$ cat src/rtl/pcpi_nibble_sequencer_pkg.sv
// pcpi_seq_pkg: shared state encoding and widths for the PCPI nibble sequencer
package pcpi_seq_pkg;
  typedef enum logic [2:0] {LOAD_WAIT, LOAD_REL, ISSUE, OUT_SHOW, OUT_REL} state_e;
  localparam int NIBBLES = 8;
  localparam int NIB_W = 4;
  localparam int INSN_W = 32;
  localparam int CNT_W = 3;
  localparam int TMO_W = 8;
endpackage

$ cat src/rtl/pcpi_nibble_sequencer_if.sv
// pcpi_nibble_sequencer_if: host nibble handshakes, PCPI bus and status lines
interface pcpi_nibble_sequencer_if;
  import pcpi_seq_pkg::*;
  logic nib_valid;
  logic [NIB_W-1:0] nib_data;
  logic nib_ack;
  logic res_valid;
  logic [NIB_W-1:0] res_data;
  logic res_ack;
  logic pcpi_valid;
  logic [INSN_W-1:0] pcpi_insn;
  logic pcpi_ready;
  logic pcpi_wr;
  logic pcpi_wait;
  logic [INSN_W-1:0] pcpi_rd;
  logic busy;
  logic done;
  logic err;
  modport slave (
    input nib_valid, nib_data, res_ack, pcpi_ready, pcpi_wr, pcpi_wait, pcpi_rd,
    output nib_ack, res_valid, res_data, pcpi_valid, pcpi_insn, busy, done, err
  );
  modport master (
    output nib_valid, nib_data, res_ack, pcpi_ready, pcpi_wr, pcpi_wait, pcpi_rd,
    input nib_ack, res_valid, res_data, pcpi_valid, pcpi_insn, busy, done, err
  );
endinterface

$ cat src/rtl/pcpi_nibble_sequencer_bit_sync.sv
// bit_sync: multi-flop synchronizer for an asynchronous single-bit input
module bit_sync #(
  parameter int STAGES = 2
) (
  input  logic clk,
  input  logic rst_n,
  input  logic d_i,
  output logic q_o
);
  logic [STAGES-1:0] sync_q;
  // shift the raw input through the flop chain
  always_ff @(posedge clk or negedge rst_n)
    if (!rst_n) sync_q <= '0;
    else sync_q <= {sync_q[STAGES-2:0], d_i};
  assign q_o = sync_q[STAGES-1];
endmodule

$ cat src/rtl/pcpi_nibble_sequencer.sv
// pcpi_nibble_sequencer: nibble-serial host bridge that issues and retires PCPI instructions
module pcpi_nibble_sequencer
  import pcpi_seq_pkg::*;
#(
  parameter int SYNC_STAGES = 2,
  parameter int TIMEOUT_CYCLES = 64
) (
  input logic clk,
  input logic rst_n,
  pcpi_nibble_sequencer_if.slave bus
);
  localparam logic [TMO_W-1:0] TMO_LAST = TMO_W'(TIMEOUT_CYCLES - 1);
  localparam logic [CNT_W-1:0] CNT_LAST = CNT_W'(NIBBLES - 1);
  state_e state_q, state_d;
  logic [CNT_W-1:0] cnt_q, cnt_d;
  logic [TMO_W-1:0] tmo_q, tmo_d;
  logic [INSN_W-1:0] insn_q, insn_d, sh_q, sh_d;
  logic ack_q, ack_d, pv_q, pv_d, rv_q, rv_d, done_q, done_d, err_q, err_d;
  logic nv_s, ra_s;
  bit_sync #(.STAGES(SYNC_STAGES)) u_nv_sync (.clk(clk), .rst_n(rst_n), .d_i(bus.nib_valid), .q_o(nv_s));
  bit_sync #(.STAGES(SYNC_STAGES)) u_ra_sync (.clk(clk), .rst_n(rst_n), .d_i(bus.res_ack), .q_o(ra_s));
  assign bus.nib_ack = ack_q;
  assign bus.pcpi_valid = pv_q;
  assign bus.pcpi_insn = insn_q;
  assign bus.res_valid = rv_q;
  assign bus.res_data = sh_q[NIB_W-1:0];
  assign bus.done = done_q;
  assign bus.err = err_q;
  assign bus.busy = !(state_q == LOAD_WAIT && cnt_q == '0);
  // state and datapath registers; reset discards any partial transaction
  always_ff @(posedge clk or negedge rst_n)
    if (!rst_n) begin
      state_q <= LOAD_WAIT;
      cnt_q <= '0;
      tmo_q <= '0;
      insn_q <= '0;
      sh_q <= '0;
      ack_q <= 1'b0;
      pv_q <= 1'b0;
      rv_q <= 1'b0;
      done_q <= 1'b0;
      err_q <= 1'b0;
    end else begin
      state_q <= state_d;
      cnt_q <= cnt_d;
      tmo_q <= tmo_d;
      insn_q <= insn_d;
      sh_q <= sh_d;
      ack_q <= ack_d;
      pv_q <= pv_d;
      rv_q <= rv_d;
      done_q <= done_d;
      err_q <= err_d;
    end
  // load, issue with watchdog, and result unload sequencing
  always_comb begin
    state_d = state_q;
    cnt_d = cnt_q;
    tmo_d = tmo_q;
    insn_d = insn_q;
    sh_d = sh_q;
    ack_d = ack_q;
    pv_d = pv_q;
    rv_d = rv_q;
    done_d = 1'b0;
    err_d = err_q;
    case (state_q)
      LOAD_WAIT: if (nv_s) begin
        insn_d[{cnt_q, 2'b00} +: NIB_W] = bus.nib_data;
        ack_d = 1'b1;
        err_d = (cnt_q == '0) ? 1'b0 : err_q;
        state_d = LOAD_REL;
      end
      LOAD_REL: if (!nv_s) begin
        ack_d = 1'b0;
        cnt_d = (cnt_q == CNT_LAST) ? '0 : cnt_q + 1'b1;
        state_d = (cnt_q == CNT_LAST) ? ISSUE : LOAD_WAIT;
        pv_d = (cnt_q == CNT_LAST);
        tmo_d = '0;
      end
      ISSUE: begin
        tmo_d = bus.pcpi_wait ? '0 : tmo_q + 1'b1;
        if (bus.pcpi_ready) begin
          pv_d = 1'b0;
          sh_d = bus.pcpi_wr ? bus.pcpi_rd : sh_q;
          rv_d = bus.pcpi_wr;
          done_d = !bus.pcpi_wr;
          state_d = bus.pcpi_wr ? OUT_SHOW : LOAD_WAIT;
        end else if (!bus.pcpi_wait && tmo_q == TMO_LAST) begin
          pv_d = 1'b0;
          err_d = 1'b1;
          done_d = 1'b1;
          state_d = LOAD_WAIT;
        end
      end
      OUT_SHOW: if (ra_s) begin
        rv_d = 1'b0;
        state_d = OUT_REL;
      end
      OUT_REL: if (!ra_s) begin
        cnt_d = (cnt_q == CNT_LAST) ? '0 : cnt_q + 1'b1;
        done_d = (cnt_q == CNT_LAST);
        sh_d = (cnt_q == CNT_LAST) ? sh_q : sh_q >> NIB_W;
        rv_d = (cnt_q != CNT_LAST);
        state_d = (cnt_q == CNT_LAST) ? LOAD_WAIT : OUT_SHOW;
      end
      default: state_d = LOAD_WAIT;
    endcase
  end
endmodule

$ cat src/flat_wrapper.sv
// flat-port wrapper written by rule: the top's interface ports become plain ports
module pcpi_nibble_sequencer_flat import pcpi_seq_pkg::*;
#(
  parameter int SYNC_STAGES = 2,
  parameter int TIMEOUT_CYCLES = 64
)
  (clk, rst_n, bus_nib_valid, bus_nib_data, bus_res_ack, bus_pcpi_ready, bus_pcpi_wr, bus_pcpi_wait, bus_pcpi_rd, bus_nib_ack, bus_res_valid, bus_res_data, bus_pcpi_valid, bus_pcpi_insn, bus_busy, bus_done, bus_err);
  pcpi_nibble_sequencer_if bus_i ();
  input logic clk;
  input logic rst_n;
  input wire logic [$bits(bus_i.nib_valid)-1:0] bus_nib_valid;
  input wire logic [$bits(bus_i.nib_data)-1:0] bus_nib_data;
  input wire logic [$bits(bus_i.res_ack)-1:0] bus_res_ack;
  input wire logic [$bits(bus_i.pcpi_ready)-1:0] bus_pcpi_ready;
  input wire logic [$bits(bus_i.pcpi_wr)-1:0] bus_pcpi_wr;
  input wire logic [$bits(bus_i.pcpi_wait)-1:0] bus_pcpi_wait;
  input wire logic [$bits(bus_i.pcpi_rd)-1:0] bus_pcpi_rd;
  output wire logic [$bits(bus_i.nib_ack)-1:0] bus_nib_ack;
  output wire logic [$bits(bus_i.res_valid)-1:0] bus_res_valid;
  output wire logic [$bits(bus_i.res_data)-1:0] bus_res_data;
  output wire logic [$bits(bus_i.pcpi_valid)-1:0] bus_pcpi_valid;
  output wire logic [$bits(bus_i.pcpi_insn)-1:0] bus_pcpi_insn;
  output wire logic [$bits(bus_i.busy)-1:0] bus_busy;
  output wire logic [$bits(bus_i.done)-1:0] bus_done;
  output wire logic [$bits(bus_i.err)-1:0] bus_err;
  assign bus_i.nib_valid = bus_nib_valid;
  assign bus_i.nib_data = bus_nib_data;
  assign bus_i.res_ack = bus_res_ack;
  assign bus_i.pcpi_ready = bus_pcpi_ready;
  assign bus_i.pcpi_wr = bus_pcpi_wr;
  assign bus_i.pcpi_wait = bus_pcpi_wait;
  assign bus_i.pcpi_rd = bus_pcpi_rd;
  assign bus_nib_ack = bus_i.nib_ack;
  assign bus_res_valid = bus_i.res_valid;
  assign bus_res_data = bus_i.res_data;
  assign bus_pcpi_valid = bus_i.pcpi_valid;
  assign bus_pcpi_insn = bus_i.pcpi_insn;
  assign bus_busy = bus_i.busy;
  assign bus_done = bus_i.done;
  assign bus_err = bus_i.err;
  pcpi_nibble_sequencer #(.SYNC_STAGES(SYNC_STAGES), .TIMEOUT_CYCLES(TIMEOUT_CYCLES)) u_core (.clk(clk), .rst_n(rst_n), .bus(bus_i));
endmodule
$ cat config.mk
export PLATFORM = sky130hd
export DESIGN_NAME = pcpi_nibble_sequencer_flat
export DESIGN_NICKNAME = d
export VERILOG_FILES = /design/src/rtl/pcpi_nibble_sequencer_pkg.sv /design/src/rtl/pcpi_nibble_sequencer_if.sv /design/src/rtl/pcpi_nibble_sequencer_bit_sync.sv /design/src/rtl/pcpi_nibble_sequencer.sv /design/src/flat_wrapper.sv
export SDC_FILE = /design/constraint.sdc
export NUM_CORES = 1
export LEC_CHECK = 0
export ABC_CLOCK_PERIOD_IN_PS = 2900
export CORE_MARGIN = 1.5
export CORE_UTILIZATION = 51
export DETAILED_ROUTE_END_ITERATION = 8
export HOLD_SLACK_MARGIN = 0.1
export PLACE_DENSITY_LB_ADDON = 0.3
export SETUP_SLACK_MARGIN = 0.5
export SYNTH_ARGS = -nofsm -noshare
export SYNTH_HDL_FRONTEND = slang
export SYNTH_SLANG_ARGS = --single-unit
$ cat constraint.sdc
create_clock -name clk -period 2.9 [get_ports clk]
set_input_delay 0.58 -clock clk [delete_from_list [all_inputs] [get_ports clk]]
set_output_delay 0.58 -clock clk [all_outputs]
set_load 0.02 [all_outputs]
==> impl_results.md, run 1 <==
- Commonest cells after routing, fill and taps aside: dfrtp_1, clkdlybuf4s50_1, o21ai_0
- Fraction of final layout cells sized beyond drive strength 1: 0.180
- Remaining routing DRC violations: 0
- Power density of the placed cells: 911 nW/um^2
- Largest buffer count on any clock path: 2
- Detailed Route WL: 8620 um
- Grt total ovfl: 0
- IO Pins: 85
- Number of rows in the core area: 32
- CP Data Required Time: 2320 ps
- Number of cell instances on the worst register-to-register path: 6
- Share of synthesized area occupied by flip-flops and latches: 0.522
- Clock Tree Root: clkbuf_8
- Result of the run: completed
- Routed WL per cell: 15.6 um
- Clk_lat worst skew: 360 ps
- Number of nets in the layout: 496
- Maximum number of pins on one net before global-route repair: 62
- Layout Cell Area excl Fill: 5320 sq um
- CP max stage cell: dfrtp_2
- Share of the cycle needed by the critical path after routing: 0.804
- Routability Congestion: 0.801
- Crit. End Element: primary output
- Clock tree sinks: 87
- Final count of hold timing violations: 0
- Worst min path class: in -> async
- Setup repair after global routing missed its margin: no
- Antenna Nets Post-Route: 0
- Highest cell delay on the worst timing path: 470 ps
- Global-route wire length before repair: 14400 um
- Final Critical Period: 2330 ps
- Post-CTS clock slew at the launch and capture registers of the worst setup and hold paths: 90 ps
- Leakage: 0.00235 uW
- Final setup violation count: 0
- Placeable core region: 7810 sq um
- Initial antenna violation count: 0
- Yosys reg bits: 87
- Fin Clk Skew: 9.47 ps
- HPWL after detailed placement: 6150 um
- Max Cap Violations: 0
- Number of clock buffers inserted by TritonCTS: 9
- First-pass detailed-route iteration total: 6
- CP startpoint kind: flop
- Most common cell on crit path: ha_1
- Most frequent standard cell in the layout excluding fill and tap cells: dfrtp_1
- Pins Over Slew Limit: 0
- Total Routing Usage GR: 0.213
- Highest Clock Rate: 0.429 GHz
- Hold buffer count at cts: 0
- Die boundary width: 93.4 um
- Arr. time, crit path: 1750 ps
- Mean instance size in the synthesized netlist: 11.5 sq um
- Effective utilization at floorplan: 0.534
- Worst hold margin: 191 ps
- Worst slew margin relative to its limit: 0.631
- Growth of design area from synthesis to finish: 27.7%
- Height of the chip: 93.4 um
- Fraction of registers with async set or reset after synthesis: 1.00
- Vias per cell: 5.33
- Clock tree from TritonCTS: built
- H-tree depth: 3
- Dpl cell area: 5090 sq um
- Total nets after synthesis: 413
- VDD IR max: 0.459 mV
- Number of antenna diodes: 0
- Ordered cell list for the critical path: inv_1 -> ha_1 -> ha_1 -> nand3_1 -> clkdlybuf4s15_2
- Count of warnings emitted by yosys: 0
- Final setup TNS: 0 ps
- Slew at the pin with the worst max-slew slack: 553 ps
- Leading register cell type out of synthesis: dfrtp_1
- Count of vias placed by the detailed router: 2940
- Overall power: 4850 uW
- Setup CP Type: reg -> out
- Number of global-route vias before repair: 2998
- Count of flip-flops with a built-in enable after synthesis: 0
- Port Buf Inserts: 84
- Drt initial violations: 162
- Die Area: 8730 sq um
- Cell area after synthesis: 4170 sq um
- Synthesized netlist cell count: 362
- Post-synth cell types: 48
- Highest fanout seen on the critical path: 8
power by group:
part / switching [uW] / internal [uW] / leakage (uW)
clock: 449 / 426 / 0.0000993
combinational: 1050 / 1010 / 0.00112
sequential: 277 / 1630 / 0.00112
state kept, by name, summed over array words and instances, names as in the netlist:
| signal | flops |
|---|---|
| u_core.bus.nib_ack | 1 |
| u_core.bus.res_valid | 1 |
| u_core.tmo_q | 8 |
| u_core.u_nv_sync.sync_q | 2 |
| u_core.state_q | 3 |
| u_core.bus.done | 1 |
| u_core.bus.err | 1 |
| u_core.cnt_q | 3 |
| u_core.u_ra_sync.sync_q | 2 |
| u_core.sh_q | 32 |
| u_core.bus.pcpi_valid | 1 |
| u_core.bus.pcpi_insn | 32 |
cell type report:
cell class | count | area (sq um)
Clock buffer | 10 | 138
Clock inverter | 6 | 67.6
Fill cell | 583 | 2480
Inverter | 6 | 22.5
Multi-Input combinational cell | 248 | 1860
Sequential cell | 87 | 2180
Tap cell | 102 | 128
Timing Repair Buffer | 93 | 932
cell families (layout without fill, tap and decap cells):
kind of cell	count (synthesis)	after routing	synth area share
xor+xnor	2	2	0.00420
mux	66	66	0.173
simple gates	107	107	0.149
flops	87	87	0.522
compound gates	65	65	0.0924
buf+inv	27	115	0.0354
fa+ha+maj	8	8	0.0240
metal layers:
metal / GRT usage / wire length, um
met1: 0.284 / 3970
met5: 0 / 0
met2: 0.347 / 4200
met4: 0.0758 / 140
met3: 0.0382 / 318
cells in the mapped netlist, types with 7 or more instances:
| cell | number | area (sq um) |
|---|---|---|
| a21oi_1 | 9 | 45.0 |
| and3_1 | 7 | 43.8 |
| o21ai_0 | 40 | 200 |
| dfrtp_1 | 87 | 2180 |
| ha_1 | 8 | 100 |
| clkbuf_1 | 8 | 30.0 |
| and2_1 | 7 | 43.8 |
| nor2_1 | 15 | 56.3 |
| mux2i_1 | 31 | 310 |
| mux2_2 | 31 | 349 |
| nand2_1 | 36 | 135 |
| buf_4 | 10 | 75.1 |
repair_timing:
action / CTS / global route
endpoints found under the hold margin: 0 / 0
gates resized for setup: 4 / 0
endpoints found under the setup margin: 1 / 1
setup buffers: 0 / 4
critical path: cells and delay by family, from the launching register on:
kind | cells | cell delay [ps]
adder cells (fa/ha/maj) | 2 | 410
flip-flops | 1 | 470
buffers and inverters | 2 | 450
AND/OR/NAND/NOR | 1 | 80
stage by stage:
step | util | std cells | setup slack [ps]
2_1_floorplan | - | 362 | 751
3_3_place_gp | 0.651 | 532 | 528
3_5_place_dp | 0.651 | 532 | 469
4_1_cts | 0.678 | 548 | 542
5_1_grt | 0.682 | 552 | 505
6_report | 0.682 | 552 | 568
path summary, 6_finish.rpt:
check,startpoint,end,slack (ps)
setup / recovery,u_core.cnt_q[0],bus_busy,570
hold / removal,rst_n,u_core.sh_q[2],190
setup reg to reg,u_core.cnt_q[0],u_core.sh_q[28],680
hold reg to reg,u_core.u_ra_sync.sync_q[0],u_core.u_ra_sync.sync_q[1],360
max in group asynchronous,rst_n,u_core.cnt_q[0],2060
min in group clk,u_core.u_ra_sync.sync_q[0],u_core.u_ra_sync.sync_q[1],360
Power figures use the tool's default switching activity.
==> run 2: changes to the inputs <==
--- a/config.mk
+++ b/config.mk
@@ -5,9 +5,9 @@
 export SDC_FILE = /design/constraint.sdc
 export NUM_CORES = 1
 export LEC_CHECK = 0
-export ABC_CLOCK_PERIOD_IN_PS = 2900
+export ABC_CLOCK_PERIOD_IN_PS = 1900
 export CORE_MARGIN = 1.5
-export CORE_UTILIZATION = 51
+export CORE_UTILIZATION = 46
 export DETAILED_ROUTE_END_ITERATION = 8
 export HOLD_SLACK_MARGIN = 0.1
 export PLACE_DENSITY_LB_ADDON = 0.3
==> constraint.sdc (replaced) <==
create_clock -name clk -period 1.9 [get_ports clk]
set_input_delay 0.38 -clock clk [delete_from_list [all_inputs] [get_ports clk]]
set_output_delay 0.38 -clock clk [all_outputs]
set_load 0.02 [all_outputs]
==> impl_results.md, run 2 (synthesis gave the netlist of run 1 again) <==
- Result of the run: completed (unchanged)
- Worst min path class: in -> async (unchanged)
- Drt initial violations: 111 (was 162)
- Fin Clk Skew: 7.10 ps (was 9.47 ps)
- Initial antenna violation count: 0 (unchanged)
- Final worst slack: 47.7 ps (was 568 ps)
- Largest buffer count on any clock path: 2 (unchanged)
- Net switching power: 3400 uW (was 1780 uW)
- Height of the chip: 98.2 um (was 93.4 um)
- Fraction of final layout cells sized beyond drive strength 1: 0.458 (was 0.180)
- Die boundary width: 98.2 um (was 93.4 um)
- HPWL after detailed placement: 6270 um (was 6150 um)
- Sum of buffers and inverters on the critical path: 4 (was 2)
- Crit. End Element: flop (was primary output)
- Setup CP Type: reg -> reg (was reg -> out)
- First-pass detailed-route iteration total: 4 (was 6)
- Final setup violation count: 0 (unchanged)
- Maximum number of pins on one net before global-route repair: 61 (was 62)
- Layout Cell Area excl Fill: 6180 sq um (was 5320 sq um)
- Count of vias placed by the detailed router: 3337 (was 2940)
- Setup repair after global routing missed its margin: yes (was no)
- Placed cells: 552 (was 532)
- Final setup TNS: 0 ps (unchanged)
- Ordered cell list for the critical path: buf_4 -> inv_4 -> ha_4 -> ha_4 -> buf_4 -> nor2_1 -> nand4_1 -> buf_6 -> mux2_4 (was inv_1 -> ha_1 -> ha_1 -> nand3_1 -> clkdlybuf4s15_2)
- Remaining routing DRC violations: 0 (unchanged)
- Part of the total power dissipated in combinational logic: 0.514 (was 0.426)
- Slew at the pin with the worst max-slew slack: 452 ps (was 553 ps)
- Proportion of total power due to net switching: 0.389 (was 0.366)
- Grt total ovfl: 0 (unchanged)
- Final count of hold timing violations: 0 (unchanged)
- Clock tree from TritonCTS: built (unchanged)
- Global-route wire length before repair: 16700 um (was 14400 um)
- Non-filler instance count after layout: 614 (was 552)
- Max Cap Violations: 0 (unchanged)
- Vias per cell: 5.43 (was 5.33)
- Growth of design area from synthesis to finish: 48.2% (was 27.7%)
- Placeable core region: 8760 sq um (was 7810 sq um)
- Clock Tree Root: clkbuf_8 (unchanged)
- CP max stage cell: dfrtp_1 (was dfrtp_2)
- Clock network fraction of total power: 0.144 (was 0.181)
- Routed WL per cell: 18.3 um (was 15.6 um)
- Number of clock buffers inserted by TritonCTS: 9 (unchanged)
- Number of global-route vias before repair: 3382 (was 2998)
- Number of rows in the core area: 34 (was 32)
- Worst hold margin: 352 ps (was 191 ps)
- Part of the total power dissipated in sequential elements: 0.342 (was 0.394)
- Most frequent standard cell in the layout excluding fill and tap cells: dfrtp_1 (unchanged)
- Internal power summed over all cells: 5340 uW (was 3070 uW)
- CP startpoint kind: flop (unchanged)
- CP Data Required Time: 2150 ps (was 2320 ps)
- Detailed Route WL: 11300 um (was 8620 um)
- Clock tree sinks: 87 (unchanged)
- Post-Place Setup Slack: -55.1 ps (was 469 ps)
- Share of the cycle needed by the critical path after routing: 0.975
- Number of nets in the layout: 552 (was 496)
- Number of cell instances on the worst register-to-register path: 9 (was 6)
- Crit. path cell count: 9 (was 5)
- Commonest cells after routing, fill and taps aside: dfrtp_1, clkdlybuf4s50_1, buf_2 (was dfrtp_1, clkdlybuf4s50_1, o21ai_0)
- Leakage: 0.00284 uW (was 0.00235 uW)
- Die Area: 9640 sq um (was 8730 sq um)
- Worst path top cell family by delay: buffers and inverters (was flip-flops)
- Final Critical Period: 1850 ps
- Effective utilization at floorplan: 0.476 (was 0.534)
- Pins Over Slew Limit: 0 (unchanged)
- Dpl cell area: 5350 sq um (was 5090 sq um)
- Highest fanout seen on the critical path: 4 (was 8)
- Highest Clock Rate: 0.540 GHz
- Clk_lat worst skew: 360 ps (about the same)
- Highest cell delay on the worst timing path: 410 ps (was 470 ps)
- Worst slew margin relative to its limit: 0.698 (was 0.631)
- Port Buf Inserts: 84 (unchanged)
- Routability Congestion: 0.778 (was 0.801)
- Post-CTS clock slew at the launch and capture registers of the worst setup and hold paths: 90 ps (about the same)
- Arr. time, crit path: 2100 ps (was 1750 ps)
- Total Routing Usage GR: 0.217 (was 0.213)
- VDD IR max: 0.548 mV (was 0.459 mV)
- H-tree depth: 3 (unchanged)
- IO Pins: 85 (unchanged)
- Number of antenna diodes: 0 (unchanged)
- Antenna Nets Post-Route: 0 (unchanged)
- Power density of the placed cells: 1420 nW/um^2 (was 911 nW/um^2)
[run 2: cell count changes in the layout (fill, tap and decap cells not counted), moves of 7 or more]
cell / previous run / this run
buf_2: 0 / 41
buf_4: 8 / 33
buf_6: 0 / 19
clkdlybuf4s50_1: 82 / 41
mux2_2: 31 / 15
mux2_4: 4 / 20
nand2_1: 36 / 18
nand2_2: 3 / 17
o21ai_0: 40 / 11
o21ai_1: 0 / 22
o21ai_2: 0 / 7
[run 2: through the flow]
step / util / power (uW)
2_1_floorplan: - / 5210
3_3_place_gp: 0.611 / 6370
3_5_place_dp: 0.611 / 6490
4_1_cts: 0.686 / 8260
5_1_grt: 0.705 / 9210
6_report: 0.705 / 8740
[run 2: final timing paths]
path / to / start / slack, ps
worst max-delay path: u_core.bus.pcpi_insn[0] / u_core.cnt_q[1] / 50
worst min-delay path: u_core.bus.done / rst_n / 350
worst max register to register: u_core.bus.pcpi_insn[0] / u_core.cnt_q[1] / 50
worst min register to register: u_core.u_nv_sync.sync_q[1] / u_core.u_nv_sync.sync_q[0] / 350
max in group asynchronous: u_core.cnt_q[0] / rst_n / 1040
min in group clk: u_core.u_nv_sync.sync_q[1] / u_core.u_nv_sync.sync_q[0] / 350
[run 2: what timing repair did]
action | in CTS | in global routing
gates cloned | 5 | 5
endpoints found under the hold margin | 87 | 0
pin swaps | 21 | 30
hold buffers | 1 | 0
endpoints found under the setup margin | 124 | 104
gates resized for setup | 206 | 81
setup buffers | 26 | 9
[run 2: cell type report]
class / instances / area [sq um]
sequential: 87 / 2180
inverter: 6 / 30.0
timing repair buffer: 149 / 1400
multi-input combinational: 248 / 2250
clock inverter: 7 / 62.6
tap: 108 / 135
clock buffer: 9 / 124
fill: 614 / 2580
[run 2: routing by layer]
| metal | up-vias | wire, um | track usage |
|---|---|---|---|
| met2 | 88 | 5740 | 0.364 |
| met4 | 0 | 102 | 0.0542 |
| met1 | 1675 | 4950 | 0.287 |
| met3 | 10 | 453 | 0.0487 |
| met5 | - | 0 | 0 |
| li1 | 1564 | - | - |
[run 2: power groups by stage]
stage          combinational, uW  sequential, uW  clock [uW]
6_report                    4490            2990        1260
2_1_floorplan               2060            3160           0
3_5_place_dp                3520            2960           0
5_1_grt                     4780            3060        1370
4_1_cts                     4060            2920        1280
3_3_place_gp                3430            2940           0
